`src/rtl/quantum_timer_mc.sv`:
```
// Multi-channel time-quantum timer: each channel down-counts a reload quantum and pulses expire once per elapsed quantum.
// Latency: expire/expire_any/ld_err are registered, one cycle after the deciding edge; rd_count is combinational.
// Backpressure: ld_ready is held low in reset and high afterwards, so every load is consumed, including illegal ones.
//
// Ports: clk/reset (sync, active-high); ld_valid/ld_ready/ld_ch/ld_val/ld_restart load handshake;
//        ld_err illegal-load pulse; ch_en/ch_stop per-channel enable/stop; expire/expire_any expiry
//        pulses; ch_run RUN state per channel; rd_ch/rd_count count readback.
// Optional feature: define QT_PRESCALE_EN to advance the counters only one cycle in PRESCALE.
module quantum_timer_mc #(
  parameter int WIDTH    = 23,
  parameter int NCH      = 4,
  parameter int CHW      = 2,
  parameter int PRESCALE = 16
) (
  input  logic             clk,
  input  logic             reset,
  input  logic             ld_valid,
  output logic             ld_ready,
  input  logic [CHW-1:0]   ld_ch,
  input  logic [WIDTH-1:0] ld_val,
  input  logic             ld_restart,
  output logic             ld_err,
  input  logic [NCH-1:0]   ch_en,
  input  logic [NCH-1:0]   ch_stop,
  output logic [NCH-1:0]   expire,
  output logic             expire_any,
  output logic [NCH-1:0]   ch_run,
  input  logic [CHW-1:0]   rd_ch,
  output logic [WIDTH-1:0] rd_count
);

  typedef enum logic {IDLE = 1'b0, RUN = 1'b1} state_t;

  state_t           state_q [NCH];
  state_t           state_d [NCH];
  logic [WIDTH-1:0] cnt_q   [NCH];
  logic [WIDTH-1:0] cnt_d   [NCH];
  logic [WIDTH-1:0] hold_q  [NCH];
  logic [WIDTH-1:0] hold_d  [NCH];
  logic [NCH-1:0]   exp_d;
  logic [NCH-1:0]   ld_hit;
  logic             ld_fire;
  logic             ld_legal;
  logic             tick;

`ifdef QT_PRESCALE_EN
  localparam int PW = $clog2(PRESCALE) + 1;
  logic [PW-1:0] pre;

  // Free-running divider shared by all channels; independent of ch_en.
  always_ff @(posedge clk) begin
    if (reset)                          pre <= '0;
    else if (pre == PW'(PRESCALE - 1))  pre <= '0;
    else                                pre <= pre + 1'b1;
  end

  assign tick = (pre == PW'(PRESCALE - 1));
`else
  assign tick = 1'b1;
`endif

  assign ld_fire  = ld_valid & ld_ready;
  assign ld_legal = (ld_val != '0) && (int'(ld_ch) < NCH);

  always_comb begin
    ld_hit = '0;
    exp_d  = '0;
    for (int i = 0; i < NCH; i++) begin
      state_d[i] = state_q[i];
      cnt_d[i]   = cnt_q[i];
      hold_d[i]  = hold_q[i];
      ld_hit[i]  = ld_fire && ld_legal && (int'(ld_ch) == i);

      // The quantum is captured even when a stop wins the same cycle.
      if (ld_hit[i]) hold_d[i] = ld_val;

      if (ch_stop[i]) begin
        state_d[i] = IDLE;
        cnt_d[i]   = '0;
      end else if (ld_hit[i] && (ld_restart || state_q[i] == IDLE)) begin
        state_d[i] = RUN;
        cnt_d[i]   = ld_val;
      end else if (state_q[i] == RUN && ch_en[i] && tick) begin
        if (cnt_q[i] == WIDTH'(1)) begin
          // A deferred load landing on the terminal count reloads with the new quantum.
          cnt_d[i] = ld_hit[i] ? ld_val : hold_q[i];
          exp_d[i] = 1'b1;
        end else begin
          cnt_d[i] = cnt_q[i] - 1'b1;
        end
      end
    end
  end

  always_ff @(posedge clk) begin
    if (reset) begin
      for (int i = 0; i < NCH; i++) begin
        state_q[i] <= IDLE;
        cnt_q[i]   <= '0;
        hold_q[i]  <= '0;
      end
      expire     <= '0;
      expire_any <= 1'b0;
      ld_ready   <= 1'b0;
      ld_err     <= 1'b0;
    end else begin
      for (int i = 0; i < NCH; i++) begin
        state_q[i] <= state_d[i];
        cnt_q[i]   <= cnt_d[i];
        hold_q[i]  <= hold_d[i];
      end
      expire     <= exp_d;
      expire_any <= |exp_d;
      ld_ready   <= 1'b1;
      ld_err     <= ld_fire & ~ld_legal;
    end
  end

  always_comb begin
    for (int i = 0; i < NCH; i++) ch_run[i] = (state_q[i] == RUN);
  end

  always_comb begin
    rd_count = '0;
    if (int'(rd_ch) < NCH) rd_count = cnt_q[rd_ch];
  end

endmodule

```
`config.mk`:
```
export PLATFORM = sky130hd
export DESIGN_NAME = quantum_timer_mc
export DESIGN_NICKNAME = d
export VERILOG_FILES = /design/src/rtl/quantum_timer_mc.sv
export SDC_FILE = /design/constraint.sdc
export NUM_CORES = 1
export LEC_CHECK = 0
export BUFFER_PORTS_ARGS = -buffer_cell sky130_fd_sc_hd__buf_4
export CORE_ASPECT_RATIO = 1.4
export CORE_UTILIZATION = 25
export DETAILED_ROUTE_END_ITERATION = 6
export PLACE_DENSITY = 0.46
export SLEW_MARGIN = 30
export SYNTH_ARGS = -nofsm -noshare
export SYNTH_HDL_FRONTEND = slang
export SYNTH_SLANG_ARGS = --single-unit
```
`constraint.sdc`:
```
create_clock -name clk -period 7.6 [get_ports clk]
set_input_delay 1.52 -clock clk [delete_from_list [all_inputs] [get_ports clk]]
set_output_delay 1.52 -clock clk [all_outputs]
set_load 0.03 [all_outputs]
```
==> results.md <==
- Actual slew at the worst max-slew pin: 1.01 ns
- Switching share of power: 28.8%
- Antenna Nets Post-Route: 0
- Initial core utilization: 25.5%
- Cts bufs inserted: 17
- Critical Path Source: rd_ch[0]
- Slowest CP cell: mux4_2
- Final wirelength: 50300 microns
- Avg Cell Area, Syn: 8.10 sq um
- Fin crit period: 4.37 ns
- Max stage delay on crit path: 0.68 ns
- Critical Path End Type: output port
- Drt wl/cell: 26.1 microns
- Seq pwr share: 45.3%
- Antenna Diode Count: 0
- Maximum clock path buffer count: 2
- CTS Root Cell: clkbuf_16
- Cells after DPL: 1894
- Logic pwr share: 14.2%
- Setup ws final: 3.23 ns
- PD cells: 186 nW/um^2
- Cell variety after synth: 82
- Buf+Inv Stages, Crit Path: 2
- Reg2Reg Depth: 7
- Setup crit end: rd_count[5]
- Post-synth EDFFs: 0
- Die Y: 251 microns
- Clock transition at path regs: 0.07 ns
- Worst min path class: reg2reg
- Share of cells above drive strength 1: 15.8%
- Finished Cell Area: 12600 sq um
- Clock power frac: 40.5%
- Area of placed instances: 12000 sq um
- FF-to-FF Start: cnt_q[1][5]
- PnR Total Power: 2.34 mW
- Router iterations before antenna repair: 7
- Psw: 0.673 mW
- Crit Path Class: in2out
- Final core utilization: 29.0%
- Pint: 1.67 mW
- Fill cell count: 4616
- Cell mode on critical path: buf_4
- Synthesized flop and latch total: 195
- Final hold vios: 0
- Top-Level Pins: 73
- CTS tree: built
- VDD IR max: 0.163 mV
- PortBufs: 72
- Ys flop type: dfxtp_1
- Max_slew headroom: 32.5%
- Post-CTS Setup Repair Bufs: 0
- R2r endpoint: cnt_q[1][15]
- Largest net degree at the start of global routing: 41
- Netlist Area Pre-Place: 11000 sq um
- Max-cap violation count: 0
- Met2 routed WL: 25400 microns
- DR vias: 10.9k
- Synthesized instance count: 1362
- Critical Path Fanout Max: 23
- Fin crit share: 57.5%
- Peak Freq: 229 MHz
- Critical path depth: 3
- First-pass GRT wire length: 73500 microns
- RSZ-0062 raised after global routing: false
- Post_cts resized: 0
- Sequential share of the synthesized area: 35.4%
- Post-DP HPWL: 36600 microns
- Slew Viols, Final: 0
- Run status: finished with violations
- Clk_lat worst skew: 0.46 ns
- DRT met1 WL: 19200 microns
- Synth-to-layout area growth: 13.9%
- DRC viols: 2
- Area of the core: 43400 sq um
- Clock Skew: 0.00810 ns
- Global route total overflow: 0
- Via/cell ratio: 5.68
- Final setup fails: 0
- Worst EP arrival: 2.85 ns
- Die area: 45000 sq um
- R2r setup slk: 3.91 ns
- Failing checks: DRC
- CTS sink count: 195
- Delay-heaviest family, CP: multiplexers
- Uppermost layer routed: met5
- Row count: 90
- Worst slack, placed: 2.98 ns
- Number of hold buffers added after CTS: 0
- Number of DRC markers in iteration 0: 890
- Finished Layout Cells: 1926
- Worst Hold Path Cells: 2
- Async SR Flop Fraction: 0%
- CP required: 6.08 ns
- CP Launch Type: input port
- All-layer global routing usage: 22.5%
- Met3 wire length: 2620 microns
- Worst path cell trace: buf_4 -> mux4_2 -> buf_4
- P_leak: 4.76 nW
- Vias in the first global route: 10.4k
- H-tree levels: 4
- Initial antenna violation count: 1
- Yosys warns: 0
- Final Wtd Congestion: 0.952
- Final nets: 1408
- Setup TNS: 0 ns
- Syn nets: 1409
- Die W: 180 microns
- Worst Hold Slack: 0.458 ns
-- final cells by class --
cell class	count	area, sq um	share of cell area (%)
clock buffer	23	478	3.80
clock inverter	9	104	0.826
sequential	195	3900	31.0
inverter	18	67.6	0.537
timing repair buffer	94	706	5.61
multi-input combinational	1035	6630	52.7
tap	552	691	5.49
-- worst min path at each step --
stage	slack (ns)	end	from
CTS	0.46	hold_q[1][2]	hold_q[1][2]
global placement	0.44	hold_q[1][4]	hold_q[1][4]
floorplan	0.43	hold_q[0][18]	hold_q[0][18]
global route	0.48	hold_q[0][17]	hold_q[0][17]
detailed placement	0.45	hold_q[1][2]	hold_q[1][2]
finish	0.46	hold_q[1][3]	hold_q[1][3]
-- layer usage --
layer | track usage (%) | up-vias
met5 | 0 | -
met4 | 13.3 | 2
met3 | 3.46 | 120
met2 | 40.1 | 484
met1 | 25.3 | 5349
li1 | - | 4991
-- power groups by stage --
stage | clock, mW | combinational, mW | sequential (mW)
detailed placement | 0 | 0.329 | 1.08
CTS | 0.962 | 0.331 | 1.06
global route | 1.00 | 0.359 | 1.06
global placement | 0 | 0.330 | 1.08
floorplan | 0 | 0.222 | 1.07
finish | 0.947 | 0.333 | 1.06
-- registers in the layout, summed over array words and instances, names as in the netlist --
register and cells:
cnt_q 92, expire_any 1, ld_err 1, expire 4, state_q 4, ld_ready 1
hold_q 92
-- Yosys cell counts (all sizes together) (3+ instances only) --
| cell | count | share of area (%) |
|---|---|---|
| o22ai | 19 | 1.1 |
| nor3 | 52 | 2.5 |
| nand2 | 143 | 5.0 |
| a211o | 5 | 0.41 |
| a31oi | 19 | 1.1 |
| mux2i | 25 | 2.3 |
| nor2 | 136 | 4.7 |
| a32o | 3 | 0.27 |
| o21ai | 87 | 4.0 |
| o31ai | 3 | 0.25 |
| xnor2 | 17 | 1.3 |
| or4 | 18 | 1.4 |
| inv | 18 | 0.61 |
| o211ai | 26 | 1.8 |
| o221ai | 3 | 0.24 |
| clkbuf | 96 | 3.3 |
| o31a | 3 | 0.24 |
| and2 | 35 | 2.0 |
| o21a | 3 | 0.20 |
| a211oi | 11 | 0.75 |
| a22oi | 30 | 2.0 |
| a21o | 6 | 0.41 |
| nand2b | 11 | 0.62 |
| mux2 | 28 | 2.9 |
| nand4 | 6 | 0.34 |
| or3 | 21 | 1.3 |
| ha | 8 | 0.91 |
| nand3 | 34 | 1.5 |
| a31o | 3 | 0.24 |
| mux4 | 23 | 4.7 |
| xor2 | 23 | 1.8 |
| and3 | 19 | 1.1 |
| o2bb2ai | 6 | 0.48 |
| or2 | 10 | 0.57 |
| dfxtp | 195 | 35 |
| a21oi | 119 | 5.4 |
| buf | 18 | 0.99 |
| a221oi | 15 | 1.2 |
| nor4 | 28 | 1.8 |
| o211a | 4 | 0.36 |
| nor4b | 5 | 0.40 |
-- cell usage in the layout, fill, tap and decap left out, types with 15 or more instances in the layout --
master | Yosys | layout
dfxtp_1 | 195 | 195
nand2_1 | 140 | 137
nor2_1 | 134 | 132
a21oi_1 | 119 | 119
buf_4 | 0 | 94
o21ai_0 | 84 | 84
nor3_1 | 51 | 50
nand3_1 | 34 | 34
and2_1 | 34 | 33
a22oi_1 | 30 | 30
mux2_2 | 28 | 28
o211ai_1 | 26 | 26
nor4_1 | 25 | 25
mux2i_1 | 25 | 25
xor2_1 | 23 | 23
mux4_2 | 22 | 22
and3_1 | 19 | 19
o22ai_1 | 19 | 19
a31oi_1 | 19 | 19
or3_1 | 18 | 18
inv_1 | 18 | 17
xnor2_1 | 17 | 17
clkbuf_16 | 0 | 17
a221oi_1 | 15 | 15
-- cells by family (layout without fill, tap and decap cells) --
family | Yosys count | after routing | share of synthesized area (%)
flip-flops | 195 | 195 | 35.4
buffers and inverters | 132 | 144 | 4.86
XOR/XNOR | 40 | 40 | 3.17
AND/OR/NAND/NOR | 526 | 526 | 23.7
AO/OA/AOI/OAI | 385 | 385 | 22.1
multiplexers | 76 | 76 | 9.85
adder cells (fa/ha/maj) | 8 | 8 | 0.907
-- worst register-to-register path, stage by stage (launching register included) --
cell and delay (ns):
dfxtp_1 0.43, nor4_2 0.69, nand2_1 0.30, or4_1 0.89, nor2_1 0.84, a22oi_1 0.20, o211ai_1 0.14, a21oi_1 0.09
Power figures use the tool's default switching activity.
